$ cat src/rtl/ram_rd_stream.sv
// Streams one frame of samples out of the sample RAM with a DDS-style address step.
// Reads are credit-limited into a 4-entry output FIFO. Define RAM_RD_LOOP_EN for endless wrap with a stop port.
module ram_rd_stream #(
    parameter int ADDR_W = 10,
    parameter int DATA_W = 12,
    parameter int RD_LAT = 1
) (
    input  logic              clk,
    input  logic              rst_n,
    input  logic              start,
    input  logic [ADDR_W-1:0] start_addr,
    input  logic [ADDR_W-1:0] step,
`ifdef RAM_RD_LOOP_EN
    input  logic              stop,
`endif
    output logic              ram_rd_en,
    output logic [ADDR_W-1:0] ram_rd_addr,
    input  logic [DATA_W-1:0] ram_rd_data,
    output logic [DATA_W-1:0] m_data,
    output logic              m_valid,
    input  logic              m_ready,
    output logic              busy,
    output logic              done
);

    typedef enum logic [1:0] {IDLE, READ, DRAIN} state_t;

    state_t            state;
    logic [ADDR_W-1:0] step_r;
`ifndef RAM_RD_LOOP_EN
    logic [ADDR_W-1:0] cnt;
`endif
    logic [2:0]        inflight;
    logic [2:0]        fifo_count;
    logic [RD_LAT-1:0] vld_sr;
    logic [DATA_W-1:0] fifo_mem [4];
    logic [1:0]        wr_ptr;
    logic [1:0]        rd_ptr;
    logic              push;
    logic              pop;
    logic [3:0]        occ_next;
    logic              credit_ok;
    logic              last_issue;
    logic              stop_req;

    assign push    = vld_sr[RD_LAT-1];
    assign m_valid = (fifo_count != 3'd0);
    assign m_data  = fifo_mem[rd_ptr];
    assign pop     = m_valid & m_ready;

    // Occupancy after this edge, counting the read on the bus now; a new read is
    // only allowed if its sample is guaranteed a FIFO slot.
    assign occ_next  = {1'b0, fifo_count} + {1'b0, inflight} + {3'b000, ram_rd_en} - {3'b000, pop};
    assign credit_ok = (occ_next < 4'd4);

`ifdef RAM_RD_LOOP_EN
    assign last_issue = 1'b0;
    assign stop_req   = stop;
`else
    assign last_issue = ram_rd_en && (cnt == '1);
    assign stop_req   = 1'b0;
`endif

    always_ff @(posedge clk or negedge rst_n) begin
        if (!rst_n) begin
            state       <= IDLE;
            step_r      <= '0;
`ifndef RAM_RD_LOOP_EN
            cnt         <= '0;
`endif
            ram_rd_en   <= 1'b0;
            ram_rd_addr <= '0;
            busy        <= 1'b0;
            done        <= 1'b0;
        end else begin
            done <= 1'b0;
            if (ram_rd_en) begin
                ram_rd_addr <= ram_rd_addr + step_r;
`ifndef RAM_RD_LOOP_EN
                cnt         <= cnt + ADDR_W'(1);
`endif
            end
            case (state)
                IDLE: begin
                    // The first read goes out right away; the FIFO is always empty here.
                    if (start) begin
                        state       <= READ;
                        busy        <= 1'b1;
                        ram_rd_addr <= start_addr;
                        step_r      <= (step == '0) ? ADDR_W'(1) : step;
`ifndef RAM_RD_LOOP_EN
                        cnt         <= '0;
`endif
                        ram_rd_en   <= 1'b1;
                    end
                end
                READ: begin
                    if (last_issue || stop_req) begin
                        state     <= DRAIN;
                        ram_rd_en <= 1'b0;
                    end else begin
                        ram_rd_en <= credit_ok;
                    end
                end
                DRAIN: begin
                    if ((inflight == 3'd0) && (fifo_count == 3'd0)) begin
                        state <= IDLE;
                        busy  <= 1'b0;
                        done  <= 1'b1;
                    end
                end
                default: begin
                    state     <= IDLE;
                    ram_rd_en <= 1'b0;
                    busy      <= 1'b0;
                end
            endcase
        end
    end

    // Return path: tag RAM data by delaying the read strobe, then queue it.
    always_ff @(posedge clk or negedge rst_n) begin
        if (!rst_n) begin
            vld_sr     <= '0;
            inflight   <= 3'd0;
            fifo_count <= 3'd0;
            wr_ptr     <= 2'd0;
            rd_ptr     <= 2'd0;
            for (int i = 0; i < 4; i++) begin
                fifo_mem[i] <= '0;
            end
        end else begin
            vld_sr[0] <= ram_rd_en;
            for (int i = 1; i < RD_LAT; i++) begin
                vld_sr[i] <= vld_sr[i-1];
            end
            inflight   <= inflight + {2'b00, ram_rd_en} - {2'b00, push};
            fifo_count <= fifo_count + {2'b00, push} - {2'b00, pop};
            if (push) begin
                fifo_mem[wr_ptr] <= ram_rd_data;
                wr_ptr           <= wr_ptr + 2'd1;
            end
            if (pop) begin
                rd_ptr <= rd_ptr + 2'd1;
            end
        end
    end

endmodule

$ cat config.mk
export PLATFORM = sky130hd
export DESIGN_NAME = ram_rd_stream
export DESIGN_NICKNAME = d
export VERILOG_FILES = /design/src/rtl/ram_rd_stream.sv
export SDC_FILE = /design/constraint.sdc
export NUM_CORES = 1
export LEC_CHECK = 0
export BUFFER_PORTS_ARGS = -buffer_cell sky130_fd_sc_hd__buf_4
export CORE_MARGIN = 1.5
export CORE_UTILIZATION = 58
export CTS_CLUSTER_SIZE = 8
export DETAILED_ROUTE_END_ITERATION = 8
export PLACE_DENSITY = 0.8
export SLEW_MARGIN = 25
export SYNTH_ARGS = -nofsm -noshare
export SYNTH_HDL_FRONTEND = slang
export SYNTH_SLANG_ARGS = --single-unit
$ cat constraint.sdc
create_clock -name clk -period 2.6 [get_ports clk]
set_input_delay 0.39 -clock clk [delete_from_list [all_inputs] [get_ports clk]]
set_output_delay 0.39 -clock clk [all_outputs]
set_load 0.01 [all_outputs]
== Word-level counts from Yosys, hierarchy flattened ==
Index checks and enable logic that the tools add are counted.

* Add/subtract/negate cells: 11
* $mul: 0
* Div/mod/pow operators: 0
* $lt $le $gt $ge: 4
* Equal/unequal tests: 6
* Shifts and indexed selects: 0
* Muxes and demuxes: 24
* Bitwise operators: 5
* Reduce and logical (&&, ||, !) cells: 12

{| class="wikitable"
|+ Operator list
! operator !! count
|-
| 10-bit two-way mux || 7
|-
| 48-bit bitwise mux || 1
|-
| 12-bit two-way mux || 3
|-
| 12-bit binary-select mux with 2-bit select || 1
|-
| 12-bit demux with 2-bit select || 1
|-
| 10-bit by 1-bit adder with 10-bit output, second input constant || 1
|-
| 10-bit adder || 1
|-
| 10-bit == test, second input constant || 1
|-
| 10-bit zero test || 1
|-
| 3-bit by 1-bit adder with 3-bit output || 2
|-
| 3-bit >= comparator, second input constant || 2
|-
| 3-bit zero test || 2
|-
| 2-bit two-way mux || 3
|-
| 2-bit inequality test, second input constant || 3
|-
| 2-bit inverter with 3-bit output || 2
|-
| 1-bit case mux with 3 select lines || 2
|-
| 2-bit case mux with 3 select lines || 1
|-
| 3-bit AND reduction || 2
|-
| 3-bit by 1-bit subtractor with 3-bit output || 2
|-
| 1-bit two-way mux || 5
|-
| 2-bit by 1-bit adder with 2-bit output, second input constant || 2
|-
| 3-bit by 3-bit adder with 4-bit output || 1
|-
| 4-bit by 1-bit adder with 4-bit output || 1
|-
| 4-bit by 3-bit less-than comparator with 1-bit output, second input constant || 1
|-
| other kinds (10) || 14
|}

* Register bits after elaboration: 94
* Bits in latches: 0
* Memory bits (writable): 0
* Bits in read-only memories: 0
* Bits of input ports: 36
* Output and inout port bits: 26
* Memories: 0

== Longest topological paths before layout ==
* Depth in word-level cells: 6
* Depth in mapped cells: 11

== Worst setup path before layout ==
OpenSTA, ideal clock, no wires.

* Path type: reg-to-reg
* Start: register fifo_count[1]
* End: register ram_rd_en
* Setup time: 0.083 ns
* Arrival: 2.130 ns
* Path slack: 0.387 ns
* Stages on the path, launching flop included: 12
* Path buffers: 1
* Period minus slack after synthesis: 2.213 ns
* Path through: dfrtp_1 or3_1 buf_2 nand2_1 nand2_1 nand2_1 ha_1 a21o_1 a21oi_1 mux2i_1 a32oi_1 o21ai_0

* Word-level cells in the longest chain between the ends: 6

{| class="wikitable"
|+ RTL lines
! what !! line !! RTL
|-
| from (decl) || 34 || <nowiki>logic [2:0] fifo_count;</nowiki>
|-
| from (signal assigned) || 138 || <nowiki>fifo_count <= fifo_count + {2'b00, push} - {2'b00, pop};</nowiki>
|-
| 3-bit nonzero test || 47 || <nowiki>assign m_valid = (fifo_count != 3'd0);</nowiki>
|-
| via m_valid || 20 || <nowiki>output logic m_valid,</nowiki>
|-
| 1-bit AND || 49 || <nowiki>assign pop = m_valid & m_ready;</nowiki>
|-
| 4-bit by 1-bit subtractor with 4-bit output || 53 || <nowiki>assign occ_next = {1'b0, fifo_count} + {1'b0, inflight} + {3'b000, ram_rd_en} - {3'b000, pop};</nowiki>
|-
| 4-bit by 3-bit less-than comparator with 1-bit output || 54 || <nowiki>assign credit_ok = (occ_next < 4'd4);</nowiki>
|-
| 1-bit two-way mux || 98 || <nowiki>if (last_issue || stop_req) begin</nowiki>
|-
| 1-bit case mux with 3 select lines || 83 || <nowiki>case (state)</nowiki>
|-
| to (signal assigned) || 102 || <nowiki>ram_rd_en <= credit_ok;</nowiki>
|-
| to (decl) || 16 || <nowiki>output logic ram_rd_en,</nowiki>
|}

The timed path passes the listed nets, and every way through them passes these cells.
A chain may end at the register's enable or synchronous reset.

== Worst setup path after layout ==
* Start: register fifo_count[1]
* End: register ram_rd_en

* Word-level cells in the longest chain between the ends: 6

{| class="wikitable"
|+ RTL lines
! what !! line
|-
| 3-bit by 3-bit adder with 4-bit output or 3-bit nonzero test (tied branches) || 53, 47
|-
| 4-bit by 1-bit adder with 4-bit output or 1-bit AND (tied branches) || 53, 49
|-
| 4-bit by 1-bit subtractor with 4-bit output (*) || 53
|-
| 4-bit by 3-bit less-than comparator with 1-bit output (*) || 54
|-
| 1-bit two-way mux (*) || 98
|-
| 1-bit case mux with 3 select lines (*) || 83
|}

Every way passes the cells marked *; elsewhere a longest branch is shown, timed or not.

==> flow_metrics.tcl <==
set metrics [dict create \
    leakagePower_nw 2.53 \
    cp_max_fo 5 \
    status "finished clean" \
    cp.required_ps 2880 \
    cts.sinks 94 \
    switching_share_pct 36.2 \
    grt_use_met3_pct 4.60 \
    rows 32 \
    met1_usage_pct 30.0 \
    drive_above_1_share_pct 31.3 \
    drv_cap 0 \
    max_freq_mhz 429 \
    root_buffer "clkbuf_8" \
    cts_tree "yes" \
    setup_viol 0 \
    die-area_sq_mm 0.00861 \
    p_clk_share_pct 14.0 \
    crit_chain "or3_1 -> nand2_1 -> nand2_1 -> nand2_1 -> ha_1 -> a21o_1 -> a21oi_1 -> mux2i_1 -> a32oi_1 -> o21ai_0" \
    hold_buffers 0 \
    placed_area_sq_mm 0.00524 \
    report.power.total_mw 6.97 \
    ys_types 43 \
    muxShareOfSynthArea_pct 19.3 \
    synth_top_area_cell "dfrtp_1" \
    syn_area_sq_mm 0.00467 \
    num_io_pins 62 \
    cp_data_arrival_time_ps 2610 \
    hold_viol 0 \
    slew_headroom_pct 57.8 \
    slowest_delay_ps 460 \
    cts_buffers 9 \
    viasPerCell 5.57 \
    met2_usage_pct 37.5 \
    clk_latency_ps 360 \
    grt_pass1_wl_mm 15.2 \
    cts.clk_slew.worst_paths_ps 90 \
    routed_wl_mm 8.82 \
    critical_path_class "reg -> reg" \
    seqPwrFrac_pct 38.8 \
    diodes 0 \
    synth_async_sr_flop_share_pct 100 \
    design_area_sq_mm 0.00544 \
    rsz0062_at_grt "no" \
    hpwl_mm 6.26 \
    period_minus_slack_ps 2330 \
    area_growth_pct 16.3 \
    first_pass_iters 4 \
    power.switching_mw 2.52 \
    die_h_microns 92.8 \
    synth-simple-area-share_pct 10.4 \
    p_per_area_mw_per_mm2 1280 \
    cp-end-kind "flop" \
    worst_slew_pin_slew_ps 634 \
    grt-busiest-layer "met2" \
    cts_resized 0 \
    grt_pass1_vias 3217 \
    synth_compound_area_share_pct 6.13 \
    cpMostUsedCell "nand2_1" \
    hp-class "in -> async" \
    maxSlewViolCount 0 \
    port_buffers 61 \
    ir_worst_vdd_mv 0.558 \
    first_iter_violations 91 \
    fin_hold_ws_ps 42.5 \
    fillers 585 \
    p_int_mw 4.44 \
    finalCritPeriodShare_pct 89.6 \
    start_util_pct 60.2 \
    synth.area.top_cells "dfrtp_1, mux2_2, ha_1" \
    ant_nets 0 \
    cts_buffer_depth 2 \
    cp-start-kind "flop" \
    vias 3128 \
    yosysWarnings 0 \
    antenna_found_initial 0 \
    grt_start_max_net_pins 51 \
    synth-edff-count 0 \
    syn-num-nets 454 \
    synth_top_family_by_area "multiplexers" \
    synthAdderAreaFrac_pct 7.17 \
    yosys-top-cells-count "dfrtp_1, nand2_1, mux2_2" \
    gp_congestion 0.837 \
    yosys.cell_count.top_type "dfrtp_1" \
    cts-htree-levels 3 \
    ys_ff_latch 94 \
    avgSynthCellArea_sq_um 11.9 \
    setup_tns_ps 0 \
    wl_per_cell_microns 15.7 \
    core_sq_mm 0.00777 \
    yosysTopAreaCellShare_pct 50.3 \
    track_usage_pct 22.7 \
    synth_xor_area_share_pct 3.56 \
    drc 0 \
    combPwrFrac_pct 47.2 \
    synthCells 393 \
    die_w_microns 92.8 \
    overflow 0 \
    finClkSkew_ps 11.7 \
    cp_slowest_cell "or3_1" \
    ys.flop_type "dfrtp_1" \
    nNetsFinal 516 \
    post_cts_buffers 0 \
    seq_area_frac_synth_pct 50.3 \
]
==> path summary, 6_finish.rpt <==
kind	from	to	slack (ps)	depth (start not counted)
hold / removal	rst_n	fifo_mem[37]	40	1
setup reg to reg	fifo_count[1]	ram_rd_en	270	10
min in group clk	step[7]	step_r[7]	230	3
hold reg to reg	step_r[2]	step_r[2]	490	2
max in group asynchronous	rst_n	cnt[1]	1890	2
setup / recovery	fifo_count[1]	ram_rd_en	270	10
==> logic make-up after synthesis <==
logic type / after synthesis
compound gates: 46
xor+xnor: 19
fa+ha+maj: 25
buf+inv: 34
flops: 94
mux: 69
simple gates: 106
==> per-stage QoR <==
step                      utilization [%]  setup WS (ps)  cells
after floorplan                         -            387    393
after detailed placement             67.5            312    546
after global placement               67.5            386    546
after global routing                 70.0            136    562
after CTS                            70.0            267    562
final                                70.0            271    562
==> state kept, by name, summed over array words and instances, names as in the netlist <==
register,cells
fifo_mem,48
cnt,10
ram_rd_addr,10
step_r,10
fifo_count,3
inflight,3
rd_ptr,2
state,2
wr_ptr,2
busy,1
done,1
push,1
ram_rd_en,1
==> critical path: cells and delay by family, from the launching register on <==
| kind | cells | cell delay [ps] |
|---|---|---|
| and+or+nand+nor | 4 | 810 |
| AOI/OAI and AO/OA | 4 | 580 |
| DFF | 1 | 450 |
| adders and majority gates | 1 | 210 |
| muxes | 1 | 210 |
==> per-layer routing <==
layer  vias to the layer above  wire, microns
met5                         -              0
met4                         0            123
met3                        13            331
met2                        67           4290
met1                      1545           4070
li1                       1503              -
==> power by group through the flow <==
stage | sequential, mW | combinational [mW] | clock (mW)
finish | 2.71 | 3.29 | 0.972
CTS | 2.71 | 3.33 | 0.994
global placement | 2.68 | 3.17 | 0
global route | 2.81 | 3.68 | 1.05
detailed placement | 2.73 | 3.31 | 0
floorplan | 2.58 | 2.43 | 0
==> final cells by class <==
class	count	area [sq um]	area share, %
inverter	18	67.6	1.24
tap	102	128	2.35
multi-input combinational	265	2180	40.1
clock inverter	6	68.8	1.27
sequential	94	2350	43.3
clock buffer	10	128	2.35
timing repair buffer	67	515	9.48
==> placed cells by master, fill, tap and decap left out, types with 3 or more instances in the layout <==
cell type  Yosys  final
a21oi_1       14     14
ha_1          22     22
fa_1           3      3
and3_1         3      3
dfrtp_1       94     94
nand3_1        5      5
mux4_2        12     12
nor3_1         5      5
nor2_1        20     20
o21ai_0       12     12
xor2_1         8      8
mux2_2        48     48
a31oi_1        3      3
or3_1          4      4
nand2_1       51     51
mux2i_1        9      9
xnor2_1       11     11
buf_4          1     66
a21o_1         7      7
nand4_1        6      6
inv_1         17     17
clkbuf_8       0      9
(Power assumes the default switching activity.)
